File: config.mk
export PLATFORM = sky130hd
export DESIGN_NAME = fetch_unit
export DESIGN_NICKNAME = d
export VERILOG_FILES = /design/src/rtl/cpu_pkg.sv /design/src/rtl/fetch_fifo.sv /design/src/rtl/fetch_unit.sv
export SDC_FILE = /design/constraint.sdc
export NUM_CORES = 1
export LEC_CHECK = 0
export BUFFER_PORTS_ARGS = -buffer_cell sky130_fd_sc_hd__buf_4
export CAP_MARGIN = 15
export CORE_ASPECT_RATIO = 1.4
export CORE_UTILIZATION = 50
export DETAILED_ROUTE_END_ITERATION = 8
export GPL_TIMING_DRIVEN = 0
export HOLD_SLACK_MARGIN = 0.08
export PLACE_DENSITY = 0.79
export SYNTH_ARGS = -nofsm -noshare
export SYNTH_HDL_FRONTEND = slang
export SYNTH_HIERARCHICAL = 1
export SYNTH_SLANG_ARGS = --single-unit
File: constraint.sdc
create_clock -name clk -period 6.2 [get_ports clk]
set_input_delay 0.31 -clock clk [delete_from_list [all_inputs] [get_ports clk]]
set_output_delay 0.31 -clock clk [all_outputs]
set_load 0.01 [all_outputs]
File: src/rtl/cpu_pkg.sv
// Shared CPU definitions: reset vector, NOP encoding and fetch state encoding.
package cpu_pkg;

    localparam logic [31:0] RESET_PC_DEFAULT = 32'h0000_0000;
    localparam logic [31:0] NOP_INSTR        = 32'h0000_0013;

    // One buffer entry is {pc, instruction word}
    localparam int unsigned FETCH_ENTRY_W = 64;

    typedef enum logic {
        ST_RUN   = 1'b0,
        ST_FLUSH = 1'b1
    } fetch_state_e;

    // Instruction addresses are word aligned; the two low bits are dropped.
    function automatic logic [31:0] word_align(input logic [31:0] addr);
        return addr & 32'hFFFF_FFFC;
    endfunction

endpackage

File: src/rtl/fetch_fifo.sv
// Small instruction buffer of {pc, instr} entries with push, pop and clear.
module fetch_fifo
    import cpu_pkg::*;
#(
    parameter int DEPTH = 2,
    localparam int PTR_W = (DEPTH > 1) ? $clog2(DEPTH) : 1,
    localparam int CNT_W = $clog2(DEPTH + 1)
) (
    input  logic                     clk,
    input  logic                     rst_n,
    input  logic                     clear,
    input  logic                     push,
    input  logic [FETCH_ENTRY_W-1:0] push_data,
    input  logic                     pop,
    output logic [FETCH_ENTRY_W-1:0] head_data,
    output logic                     full,
    output logic                     empty,
    output logic [CNT_W-1:0]         count
);

    logic [FETCH_ENTRY_W-1:0] mem_reg [DEPTH];
    logic [PTR_W-1:0]         wr_ptr_reg;
    logic [PTR_W-1:0]         rd_ptr_reg;
    logic [CNT_W-1:0]         count_reg;
    logic [DEPTH-1:0]         wr_en;
    logic                     do_push;
    logic                     do_pop;

    function automatic logic [PTR_W-1:0] ptr_inc(input logic [PTR_W-1:0] p);
        return (p == PTR_W'(DEPTH - 1)) ? '0 : p + 1'b1;
    endfunction

    // A push while full is only legal when the head leaves in the same cycle.
    assign do_push = push && !clear && (!full || pop);
    assign do_pop  = pop && !empty && !clear;

    generate
        for (genvar gi = 0; gi < DEPTH; gi++) begin : g_wr_en
            assign wr_en[gi] = do_push && (wr_ptr_reg == PTR_W'(gi));
        end
    endgenerate

    // Entry storage; contents are don't-care until counted valid.
    always_ff @(posedge clk) begin
        for (int i = 0; i < DEPTH; i++) begin
            if (wr_en[i]) begin
                mem_reg[i] <= push_data;
            end
        end
    end

    // Pointers and occupancy; clear wins over a same-cycle push/pop.
    always_ff @(posedge clk or negedge rst_n) begin
        if (!rst_n) begin
            wr_ptr_reg <= '0;
            rd_ptr_reg <= '0;
            count_reg  <= '0;
        end else if (clear) begin
            wr_ptr_reg <= '0;
            rd_ptr_reg <= '0;
            count_reg  <= '0;
        end else begin
            if (do_push) begin
                wr_ptr_reg <= ptr_inc(wr_ptr_reg);
            end
            if (do_pop) begin
                rd_ptr_reg <= ptr_inc(rd_ptr_reg);
            end
            case ({do_push, do_pop})
                2'b10:   count_reg <= count_reg + 1'b1;
                2'b01:   count_reg <= count_reg - 1'b1;
                default: count_reg <= count_reg;
            endcase
        end
    end

    assign head_data = mem_reg[rd_ptr_reg];
    assign full      = (count_reg == CNT_W'(DEPTH));
    assign empty     = (count_reg == '0);
    assign count     = count_reg;

endmodule

File: src/rtl/fetch_unit.sv
// Instruction fetch: credit-limited requests to imem, response buffering,
// decoder handshake and PC redirect with flush of an in-flight response.
module fetch_unit
    import cpu_pkg::*;
#(
    parameter logic [31:0] RESET_PC = RESET_PC_DEFAULT,
    parameter int          DEPTH    = 2
) (
    input  logic        clk,
    input  logic        rst_n,
    output logic        imem_req,
    output logic [31:0] imem_addr,
    input  logic        imem_gnt,
    input  logic        imem_rvalid,
    input  logic [31:0] imem_rdata,
    input  logic        redirect_valid,
    input  logic [31:0] redirect_pc,
    output logic        instr_valid,
    output logic [31:0] instr,
    output logic [31:0] instr_pc,
    input  logic        instr_ready
);

    localparam int CNT_W = $clog2(DEPTH + 1);

    fetch_state_e              state_reg, state_next;
    logic [31:0]               pc_reg, pc_next;
    logic                      pending_reg, pending_next;
    logic [31:0]               pend_addr_reg;
    logic                      fire;
    logic                      credit_ok;
    logic                      fifo_push, fifo_pop, fifo_clear;
    logic                      fifo_full, fifo_empty;
    logic [CNT_W-1:0]          fifo_count;
    logic [FETCH_ENTRY_W-1:0]  fifo_head;

    // Responses are exactly one cycle behind the grant, so at most one is in
    // flight; counting it against the buffer keeps pushes from overflowing.
    assign credit_ok = ({1'b0, fifo_count} + {{CNT_W{1'b0}}, pending_reg})
                       < (CNT_W + 1)'(DEPTH);

    // Next-state, request and buffer control; redirect overrides everything.
    always_comb begin
        state_next   = state_reg;
        pc_next      = pc_reg;
        pending_next = 1'b0;
        imem_req     = 1'b0;
        fire         = 1'b0;
        fifo_push    = 1'b0;
        fifo_pop     = 1'b0;
        fifo_clear   = 1'b0;
        case (state_reg)
            ST_RUN: begin
                imem_req     = rst_n && credit_ok;
                fire         = imem_req && imem_gnt;
                pending_next = fire;
                fifo_push    = pending_reg && imem_rvalid && !fifo_full;
                if (fire) begin
                    pc_next = pc_reg + 32'd4;
                end
                if (redirect_valid && (pending_reg || fire)) begin
                    state_next = ST_FLUSH;
                end
            end
            ST_FLUSH: begin
                // Any response arriving here belongs to the old stream.
                pending_next = pending_reg && !imem_rvalid;
                if (!pending_next) begin
                    state_next = ST_RUN;
                end
            end
            default: state_next = ST_RUN;
        endcase
        fifo_pop = instr_valid && instr_ready;
        if (redirect_valid) begin
            pc_next    = word_align(redirect_pc);
            fifo_clear = 1'b1;
            fifo_push  = 1'b0;
            fifo_pop   = 1'b0;
        end
    end

    // State, PC and in-flight tracking registers.
    always_ff @(posedge clk or negedge rst_n) begin
        if (!rst_n) begin
            state_reg     <= ST_RUN;
            pc_reg        <= RESET_PC;
            pending_reg   <= 1'b0;
            pend_addr_reg <= '0;
        end else begin
            state_reg   <= state_next;
            pc_reg      <= pc_next;
            pending_reg <= pending_next;
            if (fire) begin
                pend_addr_reg <= pc_reg;
            end
        end
    end

    fetch_fifo #(
        .DEPTH(DEPTH)
    ) u_fifo (
        .clk       (clk),
        .rst_n     (rst_n),
        .clear     (fifo_clear),
        .push      (fifo_push),
        .push_data ({pend_addr_reg, imem_rdata}),
        .pop       (fifo_pop),
        .head_data (fifo_head),
        .full      (fifo_full),
        .empty     (fifo_empty),
        .count     (fifo_count)
    );

    assign imem_addr   = pc_reg;
    assign instr_valid = !fifo_empty;
    assign instr       = fifo_empty ? 32'h0 : fifo_head[31:0];
    assign instr_pc    = fifo_empty ? 32'h0 : fifo_head[63:32];

endmodule

After elaboration in Yosys (flattened, before gate mapping)
Memory sizes are Yosys's and may differ from the RTL's.
Cells that the tools add are included.
Widths: inputs -> output; s select.
{"block": "totals", "n_memories": 1, "word_cells": 77, "mem_bits_rw": 128, "output_inout_bits": 98, "inputBits": 70, "ff_bits": 70}
{"memory": "u_fifo.mem_reg", "depth": 2, "width": 64, "rd": 1, "rd_clocked_by_memory_dff": 0, "wr": 1, "line": "fetch_fifo.sv:21", "source": "logic [FETCH_ENTRY_W-1:0] mem_reg [DEPTH];"}
{"block": "op_classes", "order_cmp": 1, "reduce_logical": 26, "mux": 30, "add_sub_neg": 6, "bitwise": 2, "eq_ne": 4}
{"operator": "$mux 32", "n": 5}
{"operator": "$mux 64", "n": 1}
{"operator": "$reduce_or 64->1", "n": 1}
{"operator": "$add 32x3->32 const B", "n": 1}
{"operator": "$mux 1", "n": 20}
{"operator": "$logic_and 1x1->1", "n": 13}
{"operator": "$reduce_bool 2->1", "n": 3}
{"operator": "$eq 2x2->1 const B", "n": 2}
{"operator": "$logic_not 1->1", "n": 4}
{"operator": "$pmux 1 s2", "n": 2}
{"operator": "$pmux 2 s2", "n": 1}
{"operator": "$add 2x1->3", "n": 1}
{"operator": "$lt 3x2->1 const B", "n": 1}
{"operator": "$reduce_bool 3->1", "n": 1}
{"operator": "$add 1x1->1 const B", "n": 2}
{"operator": "$add 2x1->2 const B", "n": 1}
{"operator": "$eq 2x1->1 const B", "n": 1}
{"operator": "$logic_not 2->1", "n": 1}
{"operator": "$logic_or 1x1->1", "n": 2}
{"operator": "$mux 2", "n": 1}
{"operator": "$ne 2x2->1 const B", "n": 1}
{"operator": "$not 1->1", "n": 2}
{"operator": "$reduce_and 2->1", "n": 1}
{"operator": "$sub 2x1->2 const B", "n": 1}

Logic depth before layout (Yosys ltp)
Gate-level depths: netlist (run 1).
{"block": "logic_depth", "depth_word": 12, "depth_mapped": 6, "depth_no_buf": 6}

Modules after synthesis
Netlist (run 1), hierarchy kept.
{"mod": "fetch_fifo", "seq_area_each_um2": 3943.8, "area_per_inst_um2": 4882.2, "n_inst": 1, "cells_per_inst": 226}
{"mod": "fetch_unit", "seq_area_each_um2": 1551.5, "area_per_inst_um2": 3457.1, "n_inst": 1, "cells_per_inst": 348}

Least setup slack after synthesis (run 1)
OpenSTA, ideal clock, no wires.
{"block": "synth_timing", "kind": "flip-flop to flip-flop", "from": "reg u_fifo.count_reg[0] (netlist: u_fifo/count[0])", "to": "mem u_fifo.mem_reg[1][0], enable pin", "t_arrival_ps": 6172, "path_buffers": 1, "setup_time_ps": 578, "period_less_slack_ps": 6750, "path_stages_with_launch": 7, "slack_ps": -550, "t_required_ps": 5622, "path_cell_list": "dfrtp_1 nor2_1 clkbuf_1 nor3b_1 nand2b_2 o21ai_2 nor3b_1"}
{"block": "synth_between", "word_cells_on_any_way": 21, "classes_between": "eq/ne: 1; mux: 9; reduce/logical: 11"}
{"element": "start: declaration", "line": "fetch_fifo.sv:24", "source": "logic [CNT_W-1:0] count_reg;"}
{"element": "start signal: assignment", "line": "fetch_fifo.sv:70", "source": "2'b10: count_reg <= count_reg + 1'b1;"}
{"element": "start signal: assignment", "line": "fetch_fifo.sv:71", "source": "2'b01: count_reg <= count_reg - 1'b1;"}
{"element": "start signal: assignment", "line": "fetch_fifo.sv:72", "source": "default: count_reg <= count_reg;"}
{"element": "$logic_not 2->1 *", "line": "fetch_fifo.sv:79", "source": "assign empty = (count_reg == '0);"}
{"element": "named net fifo_empty", "line": "fetch_unit.sv:33", "source": "logic fifo_full, fifo_empty;"}
{"element": "$logic_not 1->1 *", "line": "fetch_unit.sv:116", "source": "assign instr_valid = !fifo_empty;"}
{"element": "$logic_and 1x1->1 *", "line": "fetch_unit.sv:74", "source": "fifo_pop = instr_valid && instr_ready;"}
{"element": "$mux 1 *", "line": "fetch_unit.sv:75", "source": "if (redirect_valid) begin"}
{"element": "named net fifo_pop", "line": "fetch_unit.sv:32", "source": "logic fifo_push, fifo_pop, fifo_clear;"}
{"element": "$logic_or 1x1->1 *", "line": "fetch_fifo.sv:34", "source": "assign do_push = push && !clear && (!full || pop);"}
{"element": "$logic_and 1x1->1 *", "line": "fetch_fifo.sv:34"}
{"element": "$logic_and 1x1->1 *", "line": "fetch_fifo.sv:39", "source": "assign wr_en[gi] = do_push && (wr_ptr_reg == PTR_W'(gi));"}
{"element": "named net u_fifo.wr_en[1]", "line": "fetch_fifo.sv:25", "source": "logic [DEPTH-1:0] wr_en;"}
{"element": "$mux 1 *", "line": "fetch_fifo.sv:46", "source": "if (wr_en[i]) begin"}
{"element": "$mux 1 (implied by the code) *", "line": "fetch_fifo.sv:47", "source": "mem_reg[i] <= push_data;"}
{"element": "$reduce_or 64->1 (no line)"}
{"element": "$mux 1 (no line)"}
{"element": "end: declaration", "line": "fetch_fifo.sv:21"}
Mark *: on every way through the listed nets, which the timed path passes. The rest lies on a longest branch.

Worst setup path after layout (run 1)
{"block": "layout_timing", "from": "reg u_fifo.count_reg[0] (netlist: u_fifo/count[0])", "to": "mem u_fifo.mem_reg[1][31], enable pin"}
The elaborated chain is that of the path after synthesis.

==> results.tsv, run 1 <==
metric	value	unit
status	complete, but fails checks	
failing checks	design-rule violations	
Pleak	0.00430	uW
drt first-iter violations	250	
Synth Area in Compound Gates	2.36	%
Final Skew	0.0103	ns
synthesized-area fraction occupied by adder cells	0.150	%
commonest cells after routing, fill and taps aside	buf_4 (166), edfxtp_1 (128), mux2_2 (96), nor2b_1 (70), dfrtp_1 (66)	
Detailed Place HPWL	12.4	mm
largest net degree at the start of global routing	69	
peak supply drop	0.000184	V
Pwr Total	2930	uW
detail-routed net length per standard cell	17.7	um
Critical Path Start	u_fifo/count[0]	
synth warn	6	
Final TNS setup	0	ns
R2R depth	8	
Startpoint Class	register	
Final ANT Viol Nets	0	
Mapped Avg Cell Area	14.5	um^2
mux cell area share after synthesis	13.5	%
Yosys cell types	50	
Seq cells post-synth	194	
Final Slew Violations	0	
sequential standard cell area	0.00550	mm^2
# rows	55	
Worst Hold Launch	redirect_pc[23]	
Cell Pwr Density	267	mW/mm^2
most common cell after layout, fill and taps aside	buf_4	
Final Non-Filler Cells	1021	
post-synthesis sequential area ratio	65.9	%
Final Hold Viols	0	
I/O Pins	168	
Area growth syn-to-layout	31.8	%
hold worst-path end	imem_addr[23]	
Critical R2R Capture	u_fifo/mem_reg[1][31]	
Mapped Area	0.00834	mm^2
post-layout min period	3.29	ns
later-pin clock latency in the skew report	0.43	ns
FF-to-FF Start	u_fifo/count[0]	
DIE AREA	0.0172	mm^2
area taken by multi-input logic gates	0.00271	mm^2
R2R setup slack	2.91	ns
H-tree lvl count	4	
all-layer global routing usage	21.8	%
clock tree root driver cell	clkbuf_16	
clock buffer depth	2	
residual DRC count	24	
ratio of cells with drive above 1 in the final layout	39.7	%
RePlAce Congestion	0.854	
WP data required	6.33	ns
Clock transition at path regs	0.07	ns
initial antenna violation count	0	
vias per cell	5.28	
Nets	880	
Max FO, Critical Path	15	
achievable frequency	304	MHz
max reg flops	128	
Cells on Worst Hold Path	3	
Clock Sinks	194	
Initial Utilization	51.3	%
Tightest Hold Check Type	in2reg	
top-area cell type share of the netlist area	46.1	%
final critical-path share of the clock period	53.1	%
Layout fillers	1133	
largest area contributor in the netlist	edfxtp_1	
unrepaired setup endpoints after global routing	false	
Slew @ Worst Pin	0.879	ns
total CTS buffers	17	
critical path class	reg2reg	
largest cells by area after synthesis	edfxtp_1 (46%), dfrtp_1 (20%), mux2_2 (13%), nor2b_1 (5.3%), xnor2_1 (2.1%)	
count of input and output buffers	163	
setup violators final	0	
Max Cap Viol	0	
largest family of logic cells by synthesized area	multiplexers	
ANT cells	0	
first-pass GRT wire length	28.4	mm
Die Span X	111	um
crit end category	register	
placed cells	948	
CTS tree	done	
relative slew slack	41.4	%
core box area	0.0162	mm^2
simple-gate area share of the yosys netlist	12.9	%
Total Wirelength	18.0	mm
Via Count	5395	
vias in the first global route	5672	
Post-Syn Instances	574	
arrival time worst endpoint	3.42	ns
drt first pass iters	6	
Die Ht	155	um
xor-xnor portion of the synthesized cell area	3.05	%
grt total ovfl	0	
==> report_power, final <==
group / switching [uW] / total, uW / internal, uW
combinational: 116 / 269 / 153
clock: 499 / 1110 / 608
sequential: 78.6 / 1560 / 1480
==> area by class of cell <==
| class | instances | area share (%) |
|---|---|---|
| sequential | 194 | 50.0 |
| multi-input combinational | 355 | 24.6 |
| timing repair buffer | 211 | 16.0 |
| clock buffer | 17 | 3.87 |
| tap | 199 | 2.26 |
| clock inverter | 15 | 1.59 |
| buffer | 26 | 1.48 |
| inverter | 4 | 0.137 |
==> synth_stat cells (all sizes together) <==
cell type / n
or4: 1
and3: 3
edfxtp: 128
nand4bb: 1
nand4: 8
nor2b: 70
nand3b: 1
and2b: 1
nand2b: 2
o21a: 1
conb: 1
inv: 4
o21ai: 28
nor4b: 2
nor3: 10
and2: 3
dfrtp: 66
nor2: 11
a22oi: 2
ha: 1
and4: 4
a21oi: 4
buf: 11
nand2: 44
mux2i: 3
mux2: 97
nand3: 11
nor3b: 2
and3b: 1
o22ai: 1
nor4: 8
xnor2: 20
clkbuf: 15
xor2: 9
==> repair_timing <==
action / 4_1_cts / 5_1_grt
resized for setup: 0 / 0
hold buffers: 41 / 0
setup buffers: 0 / 0
endpoints found under the hold margin: 138 / 0
==> through the flow <==
| stage | hold WS (ns) | utilization [%] | setup slack, ns | area (um^2) |
|---|---|---|---|---|
| CTS | 0.0828 | 67.7 | 2.85 | 11000 |
| global route | 0.0883 | 67.7 | 2.61 | 11000 |
| global placement | 0.446 | 60.6 | 0.180 | 9840 |
| finish | 0.101 | 67.7 | 2.91 | 11000 |
| floorplan | 0.0144 | - | 1.72 | 8370 |
| detailed placement | 0.449 | 61.5 | 2.89 | 9980 |
==> layer usage <==
layer | share of wire [%] | up-vias | global-route usage, %
li1 | - | 2545 | -
met2 | 55 | 157 | 40.7
met5 | 0 | - | 0
met4 | 2.0 | 0 | 9.59
met3 | 4.5 | 26 | 4.31
met1 | 38 | 2667 | 23.9
==> cells by family (layout without fill, tap and decap cells) <==
family          Yosys count  in the layout
flops                   194            194
simple gates            183            183
mux                     100            100
compound gates           36             36
buf+inv                  30            273
xor+xnor                 29             29
fa+ha+maj                 1              1
other cells               1              6
==> critical path, cell delays in order (launching register included) <==
cell,delay (ns)
dfrtp_1,0.52
nor2_1,0.16
clkbuf_1,0.27
nor3b_1,0.52
nand2b_2,0.24
o21ai_2,0.12
nor3b_4,0.73
buf_8,0.25
buf_8,0.18
==> how the worst max path moves through the flow <==
stage / end / slack [ns] / cells after the start
after detailed placement: u_fifo/mem_reg[1][25] / 2.89 / 8
after floorplan: u_fifo/mem_reg[1][0] / 1.72 / 6
after global placement: u_fifo/mem_reg[1][25] / 0.18 / 6
after global routing: u_fifo/mem_reg[1][25] / 2.61 / 8
final: u_fifo/mem_reg[1][31] / 2.91 / 8
after CTS: u_fifo/mem_reg[1][31] / 2.85 / 8
No activity file was read; power rests on OpenSTA's default activity.
==> run 2, diff against run 1 <==
ABC_AREA = 1   (was not set)
PLACE_DENSITY = 0.78   (was 0.79)
clock period = 2.67 ns   (was 6.2 ns; I/O delays follow)
==> run 2 against run 1 <==
  * The flow now finishes without violations
  * Clock skew hardly changed
  * Critical path depth is 2 higher
  * Sequential cell count stayed put
  * Die area is 7.0% higher
  * Sequential share of layout area fell by 3.4 points
  * Final area grew 7.3%
  * Fmax rose by 33%
  * Combinational power rose to 7.9 times the previous value
  * Synthesized cell count up 76%
  * Worst hold slack improved by 0.0081 ns
  * First-iteration DRC count is 73% higher
  * Via count rose by 34%
  * Critical path type unchanged
  * Largest power group unchanged
  * Highest routed layer unchanged
==> results.tsv, run 2 <==
metric	value	unit	change
clock tree root driver cell	clkbuf_16		unchanged
Mapped Avg Cell Area	8.85	um^2	was 14.5 um^2
Nets	1338		was 880
Cell Pwr Density	732	mW/mm^2	was 267 mW/mm^2
final critical-path share of the clock period	92.8	%	was 53.1%
Clock Sinks	194		unchanged
Final Skew	0.0101	ns	was 0.0103 ns
top-area cell type share of the netlist area	43.0	%	was 46.1%
Cells on Worst Hold Path	4		was 3
most common cell after layout, fill and taps aside	nand2_1		was buf_4
achievable frequency	403	MHz	was 304 MHz
post-synthesis sequential area ratio	61.5	%	was 65.9%
hold worst-path end	u_fifo/rd_ptr_reg		was imem_addr[23]
ratio of cells with drive above 1 in the final layout	19.8	%	was 39.7%
design area	0.0118	mm^2	was 0.0110 mm^2
setup violators final	0		unchanged
later-pin clock latency in the skew report	0.43	ns	about the same
Pleak	0.00556	uW	was 0.00430 uW
fraction of registers with async set/reset	34.0	%	unchanged
drt first pass iters	8		was 6
status	finished clean		was complete, but fails checks
Crit path max-delay family	buffers and inverters		was simple AND/OR/NAND/NOR gates
commonest cells after routing, fill and taps aside	nand2_1 (399), buf_4 (168), inv_1 (128), edfxtp_1 (128), nor2_1 (99)		was buf_4 (166), edfxtp_1 (128), mux2_2 (96), nor2b_1 (70), dfrtp_1 (66)
most frequent cell after synthesis	nand2_1		was edfxtp_1
residual DRC count	0		was 24
Die Ht	160	um	was 155 um
slowest stage cell, crit path	dfrtp_1		was nor3b_4
R2R depth	10		was 8
largest area contributor in the netlist	edfxtp_1		unchanged
vias in the first global route	7108		was 5672
Detailed Place HPWL	14.6	mm	was 12.4 mm
relative slew slack	42.4	%	was 41.4%
Yosys cell types	30		was 50
first-pass GRT wire length	33.9	mm	was 28.4 mm
Total Wirelength	21.0	mm	was 18.0 mm
FF-to-FF Start	u_fifo/count[0]		unchanged
R2R setup slack	0.19	ns	was 2.91 ns
Seq cells post-synth	194		unchanged
Layout fillers	1395		was 1133
CP peak stage delay	0.40	ns	was 0.73 ns
largest cells by area after synthesis	edfxtp_1 (43%), dfrtp_1 (18%), nand2_1 (17%), inv_1 (5.4%), nor2_1 (4.2%)		was edfxtp_1 (46%), dfrtp_1 (20%), mux2_2 (13%), nor2b_1 (5.3%), xnor2_1 (2.1%)
grt total ovfl	0		unchanged
DIE AREA	0.0184	mm^2	was 0.0172 mm^2
Placement Cell Area	0.0106	mm^2	was 0.00998 mm^2
Critical R2R Capture	u_fifo/mem_reg[0][4]		was u_fifo/mem_reg[1][31]
initial antenna violation count	0		unchanged
Area growth syn-to-layout	32.0	%	was 31.8%
arrival time worst endpoint	2.54	ns	was 3.42 ns
Final TNS setup	0	ns	unchanged
ANT cells	0		unchanged
post-layout min period	2.48	ns	was 3.29 ns
Initial Utilization	51.3	%	about the same
unrepaired setup endpoints after global routing	false		unchanged
Hold WS	0.109	ns	was 0.101 ns
peak supply drop	0.000365	V	was 0.000184 V
Max Cap Viol	0		unchanged
Max FO, Critical Path	16		was 15
H-tree lvl count	4		unchanged
Synth top cells by count	nand2_1 (399), inv_1 (129), edfxtp_1 (128), nor2_1 (100), nand3_1 (67)		was edfxtp_1 (128), mux2_2 (96), nor2b_1 (70), dfrtp_1 (66), nand2_1 (43)
count of input and output buffers	163		unchanged
Startpoint Class	register		unchanged
critical path class	reg2reg		unchanged
Worst Hold Launch	redirect_valid		was redirect_pc[23]
WP data required	2.73	ns	was 6.33 ns
detail-routed net length per standard cell	13.9	um	was 17.7 um
CP Buf/Inv Count	5		was 3
Post-Syn Instances	1010		was 574
crit-path cells	buf_6 -> nor2_2 -> clkbuf_4 -> inv_1 -> nand2_1 -> nor2_1 -> inv_1 -> nand3_2 -> nand3_2 -> clkinvlp_4		was nor2_1 -> clkbuf_1 -> nor3b_1 -> nand2b_2 -> o21ai_2 -> nor3b_4 -> buf_8 -> buf_8
Via Count	7246		was 5395
Final Slew Violations	0		unchanged
Final ANT Viol Nets	0		unchanged
Mapped Area	0.00893	mm^2	was 0.00834 mm^2
core box area	0.0174	mm^2	was 0.0162 mm^2
CTS tree	done		unchanged
crit end category	register		unchanged
sequential standard cell area	0.00550	mm^2	unchanged
synth warn	6		unchanged
drt first-iter violations	432		was 250
ys flop type	edfxtp_1		unchanged
RePlAce Congestion	0.859		was 0.854
vias per cell	4.78		was 5.28
Clock transition at path regs	0.07	ns	about the same
Tightest Hold Check Type	in2reg		unchanged
all-layer global routing usage	24.0	%	was 21.8%
area taken by multi-input logic gates	0.00278	mm^2	was 0.00271 mm^2
number of synthesized flops with an enable pin	128		unchanged
total CTS buffers	17		unchanged
# rows	57		was 55
Die Span X	115	um	was 111 um
max reg flops	128		unchanged
largest net degree at the start of global routing	69		unchanged
Final Hold Viols	0		unchanged
clock buffer depth	2		unchanged
I/O Pins	168		unchanged
Slew @ Worst Pin	0.864	ns	was 0.879 ns
-- run 2: cell count changes after synthesis, moves of 56 or more --
cell / before / now
nor2_1: 11 / 100
nand2_1: 43 / 399
nor2b_1: 70 / 0
mux2_2: 96 / 0
nand3_1: 11 / 67
inv_1: 4 / 129
-- run 2: cell type report --
cell class | instances | share of cell area [%]
Sequential cell | 194 | 46.6
Multi-Input combinational cell | 651 | 23.5
Timing Repair Buffer | 232 | 16.5
Inverter | 131 | 4.24
Clock buffer | 18 | 3.64
Tap cell | 236 | 2.50
Buffer | 39 | 1.71
Clock inverter | 14 | 1.25
Timing Repair inverter | 1 | 0.0637
-- run 2: worst min-delay path, cell delays in order --
cell and delay (ns):
buf_4 0.12, inv_1 0.10, o21ai_0 0.09, a21oi_1 0.05
-- run 2: what timing repair did --
action	in CTS	in global routing
endpoints found under the setup margin	64	0
endpoints found under the hold margin	163	0
resized for setup	1	0
hold buffers	65	0
buffers inserted	1	0
-- run 2: metrics by stage --
stage | setup slack (ns) | std cells | total power (uW) | util, %
floorplan | 0.0328 | 1015 | 5100 | -
CTS | 0.135 | 1516 | 8680 | 67.8
global placement | -0.961 | 1414 | 6050 | 60.3
detailed placement | -0.336 | 1417 | 6140 | 60.6
finish | 0.192 | 1516 | 8630 | 67.8
global route | 0.0226 | 1516 | 9080 | 67.8
-- run 2: power by group --
group          internal (uW)  switching [uW]
Clock                   1320            1140
Sequential              3680             353
Combinational            922            1210
-- run 2: routing by layer --
metal | GRT usage [%] | wire length (um) | vias to the layer above
met5 | 0 | 0 | -
met4 | 10.7 | 735 | 0
met3 | 3.49 | 892 | 57
met2 | 45.5 | 11400 | 204
met1 | 25.8 | 8020 | 3330
li1 | - | - | 3655
-- run 2: cells by family (layout without fill, tap and decap cells) --
| logic type | Yosys count | in the layout | share of synthesized area [%] |
|---|---|---|---|
| other | 1 | 6 | 0.0420 |
| buffers and inverters | 170 | 435 | 7.77 |
| XOR/XNOR | 8 | 8 | 0.784 |
| AO/OA/AOI/OAI | 40 | 40 | 2.34 |
| AND/OR/NAND/NOR | 596 | 596 | 27.4 |
| flip-flops | 194 | 194 | 61.5 |
| adder cells (fa/ha/maj) | 1 | 1 | 0.140 |
-- run 2: worst max path at each step --
stage / startpoint / to / slack (ns) / depth (start not counted)
floorplan: u_fifo/count[0] / u_fifo/mem_reg[0][0] / 0.03 / 10
global placement: redirect_valid / u_fifo/mem_reg[1][7] / -0.96 / 10
finish: u_fifo/count[0] / u_fifo/mem_reg[0][4] / 0.19 / 10
global route: u_fifo/count[0] / u_fifo/mem_reg[0][42] / 0.02 / 10
detailed placement: u_fifo/count[0] / u_fifo/mem_reg[0][1] / -0.34 / 11
CTS: u_fifo/count[0] / u_fifo/mem_reg[0][42] / 0.14 / 10
==> run 3, diff against run 2 <==
GPL_TIMING_DRIVEN = not set   (was 0)
==> run 3 against run 2 <==
  * Register-to-register slack better by 0.42 ns
  * Sequential cell count unchanged
  * Via count down 0.81%
  * Sequential power about the same
  * Count of clock-buffer cells in the layout down 1
  * First-iteration DRC count up 2.5%
  * Sequential share of layout area up 0.46 points
  * Cell count down 2.0%
  * Combinational power down 4%
  * Die area unchanged
  * Clock skew down 0.0012 ns
==> results.tsv, run 3 (synthesized netlist as in run 2, its figures left out) <==
metric	value	unit	change
initial antenna violation count	0		unchanged
status	finished clean		unchanged
Die Span X	115	um	unchanged
commonest cells after routing, fill and taps aside	nand2_1 (399), buf_4 (170), edfxtp_1 (128), inv_1 (127), nor2_1 (99)		was nand2_1 (399), buf_4 (168), inv_1 (128), edfxtp_1 (128), nor2_1 (99)
Via Count	7187		was 7246
placed cells	1386		was 1417
critical path class	reg2out		was reg2reg
Area growth syn-to-layout	30.7	%	was 32.0%
Post-CTS Setup Bufs	0		was 1
Startpoint Class	register		unchanged
residual DRC count	0		unchanged
hold worst-path end	pend_addr_reg[4]		was u_fifo/rd_ptr_reg
Cell Pwr Density	727	mW/mm^2	was 732 mW/mm^2
sequential standard cell area	0.00550	mm^2	about the same
Final Hold Viols	0		unchanged
most common cell after layout, fill and taps aside	nand2_1		unchanged
CP peak stage delay	0.45	ns	was 0.40 ns
achievable frequency	455	MHz	was 403 MHz
CP most frequent cell	nand2_1		
vias in the first global route	6883		was 7108
vias per cell	4.84		was 4.78
drt first pass iters	5		was 8
Hold WS	0.132	ns	was 0.109 ns
DIE AREA	0.0184	mm^2	unchanged
Max Cap Viol	0		unchanged
Total Wirelength	19.8	mm	was 21.0 mm
R2R setup slack	0.61	ns	was 0.19 ns
Final ANT Viol Nets	0		unchanged
M1 GR Usage	26.0	%	was 25.8%
Clock transition at path regs	0.07	ns	about the same
post-CTS sizing	0		was 1
grt total ovfl	0		unchanged
H-tree lvl count	4		unchanged
ANT cells	0		unchanged
slowest stage cell, crit path	inv_2		was dfrtp_1
max reg flops	128		unchanged
unrepaired setup endpoints after global routing	false		unchanged
Die Ht	160	um	unchanged
dpl ws	0.631	ns	was -0.336 ns
Final Slew Violations	0		unchanged
GRT met2 Usage	39.9	%	was 45.5%
R2R depth	8		was 10
Critical R2R Capture	u_fifo/mem_reg[1][1]		was u_fifo/mem_reg[0][4]
drt first-iter violations	443		was 432
WP data required	2.54	ns	was 2.73 ns
area taken by multi-input logic gates	0.00278	mm^2	about the same
CTS tree	done		unchanged
ratio of cells with drive above 1 in the final layout	19.1	%	was 19.8%
Pleak	0.00550	uW	was 0.00556 uW
first-pass GRT wire length	32.3	mm	was 33.9 mm
post-layout min period	2.20	ns	was 2.48 ns
clock tree root driver cell	clkbuf_16		unchanged
Max FO, Critical Path	36		was 16
setup violators final	0		unchanged
met3 usage	2.66	%	was 3.49%
Final Worst Setup Slack	0.474	ns	was 0.192 ns
Clock Sinks	194		unchanged
RePlAce Congestion	0.853		was 0.859
clock buffer depth	2		unchanged
Worst Hold Launch	imem_gnt		was redirect_valid
largest net degree at the start of global routing	72		was 69
grt peak-use layer	met2		unchanged
Layout fillers	1369		was 1395
all-layer global routing usage	22.5	%	was 24.0%
total CTS buffers	17		unchanged
Core Util, Final	67.1	%	was 67.8%
Cells on Worst Hold Path	5		was 4
Nets	1308		was 1338
Final Non-Filler Cells	1486		was 1516
count of input and output buffers	163		unchanged
peak supply drop	0.000428	V	was 0.000365 V
I/O Pins	168		unchanged
Final TNS setup	0	ns	unchanged
Detailed Place HPWL	12.8	mm	was 14.6 mm
Slew @ Worst Pin	0.783	ns	was 0.864 ns
relative slew slack	47.8	%	was 42.4%
Final Skew	0.00885	ns	was 0.0101 ns
final critical-path share of the clock period	82.2	%	was 92.8%
Tightest Hold Check Type	in2reg		unchanged
crit-path cells	inv_2 -> buf_12 -> nand2_1 -> nand2_1 -> inv_1 -> nor2_1 -> buf_4		was buf_6 -> nor2_2 -> clkbuf_4 -> inv_1 -> nand2_1 -> nor2_1 -> inv_1 -> nand3_2 -> nand3_2 -> clkinvlp_4
Initial Utilization	51.3	%	unchanged
arrival time worst endpoint	2.06	ns	was 2.54 ns
crit end category	output port		was register
later-pin clock latency in the skew report	0.42	ns	was 0.43 ns
detail-routed net length per standard cell	13.3	um	was 13.9 um
# rows	57		unchanged
core box area	0.0174	mm^2	unchanged
FF-to-FF Start	u_fifo/count[1]		was u_fifo/count[0]
-- run 3: cell count changes in the layout (fill, tap and decap cells not counted), sizes merged --
cell	change
clkinvlp	-2
buf	-16
clkinv	+1
inv	+2
dlygate4sd3	+3
clkbuf	-17
bufinv	-1
-- run 3: worst max-delay path by stage --
stage                                end  cells after the start  slack (ns)         startpoint
detailed placement  u_fifo/mem_reg[1][8]                      8        0.63    u_fifo/count[1]
global placement    u_fifo/mem_reg[1][1]                      8        0.61    u_fifo/count[1]
finish                       instr_pc[6]                      7        0.47  u_fifo/rd_ptr_reg
global route                    instr[6]                      7        0.38  u_fifo/rd_ptr_reg
CTS                          instr_pc[6]                      7        0.46  u_fifo/rd_ptr_reg
floorplan           u_fifo/mem_reg[0][0]                     10        0.03    u_fifo/count[0]
-- run 3: layout make-up --
| class | count | share of cell area, % |
|---|---|---|
| clock buffer | 17 | 3.64 |
| clock inverter | 15 | 1.24 |
| inverter | 131 | 4.28 |
| multi-input combinational | 651 | 23.8 |
| sequential | 194 | 47.1 |
| tap | 236 | 2.53 |
| timing repair buffer | 242 | 17.4 |
-- run 3: repair_timing --
item / in CTS / in global routing
endpoints found under the hold margin: 163 / 0
hold buffers: 68 / 0
endpoints found under the setup margin: 0 / 0
-- run 3: power breakdown --
part	switching [uW]	leakage (uW)	internal, uW
clock	1170	0.000277	1240
sequential	349	0.00198	3680
combinational	1150	0.00324	898
-- run 3: per-stage QoR --
stage               power [uW]  cell area, um^2
floorplan                 5100             8970
global placement          5970            10400
detailed placement        6050            10400
CTS                       8550            11700
global route              8950            11700
finish                    8490            11700
-- run 3: critical path, delay by kind of cell, from the launching register on --
family	cells	cell delay (ns)
buf+inv	4	0.91
flops	1	0.42
simple gates	3	0.26
-- run 3: routing by layer --
layer | vias up | wire (um)
li1 | 3601 | -
met1 | 3322 | 7940
met4 | 0 | 814
met2 | 219 | 10200
met5 | - | 0
met3 | 45 | 823
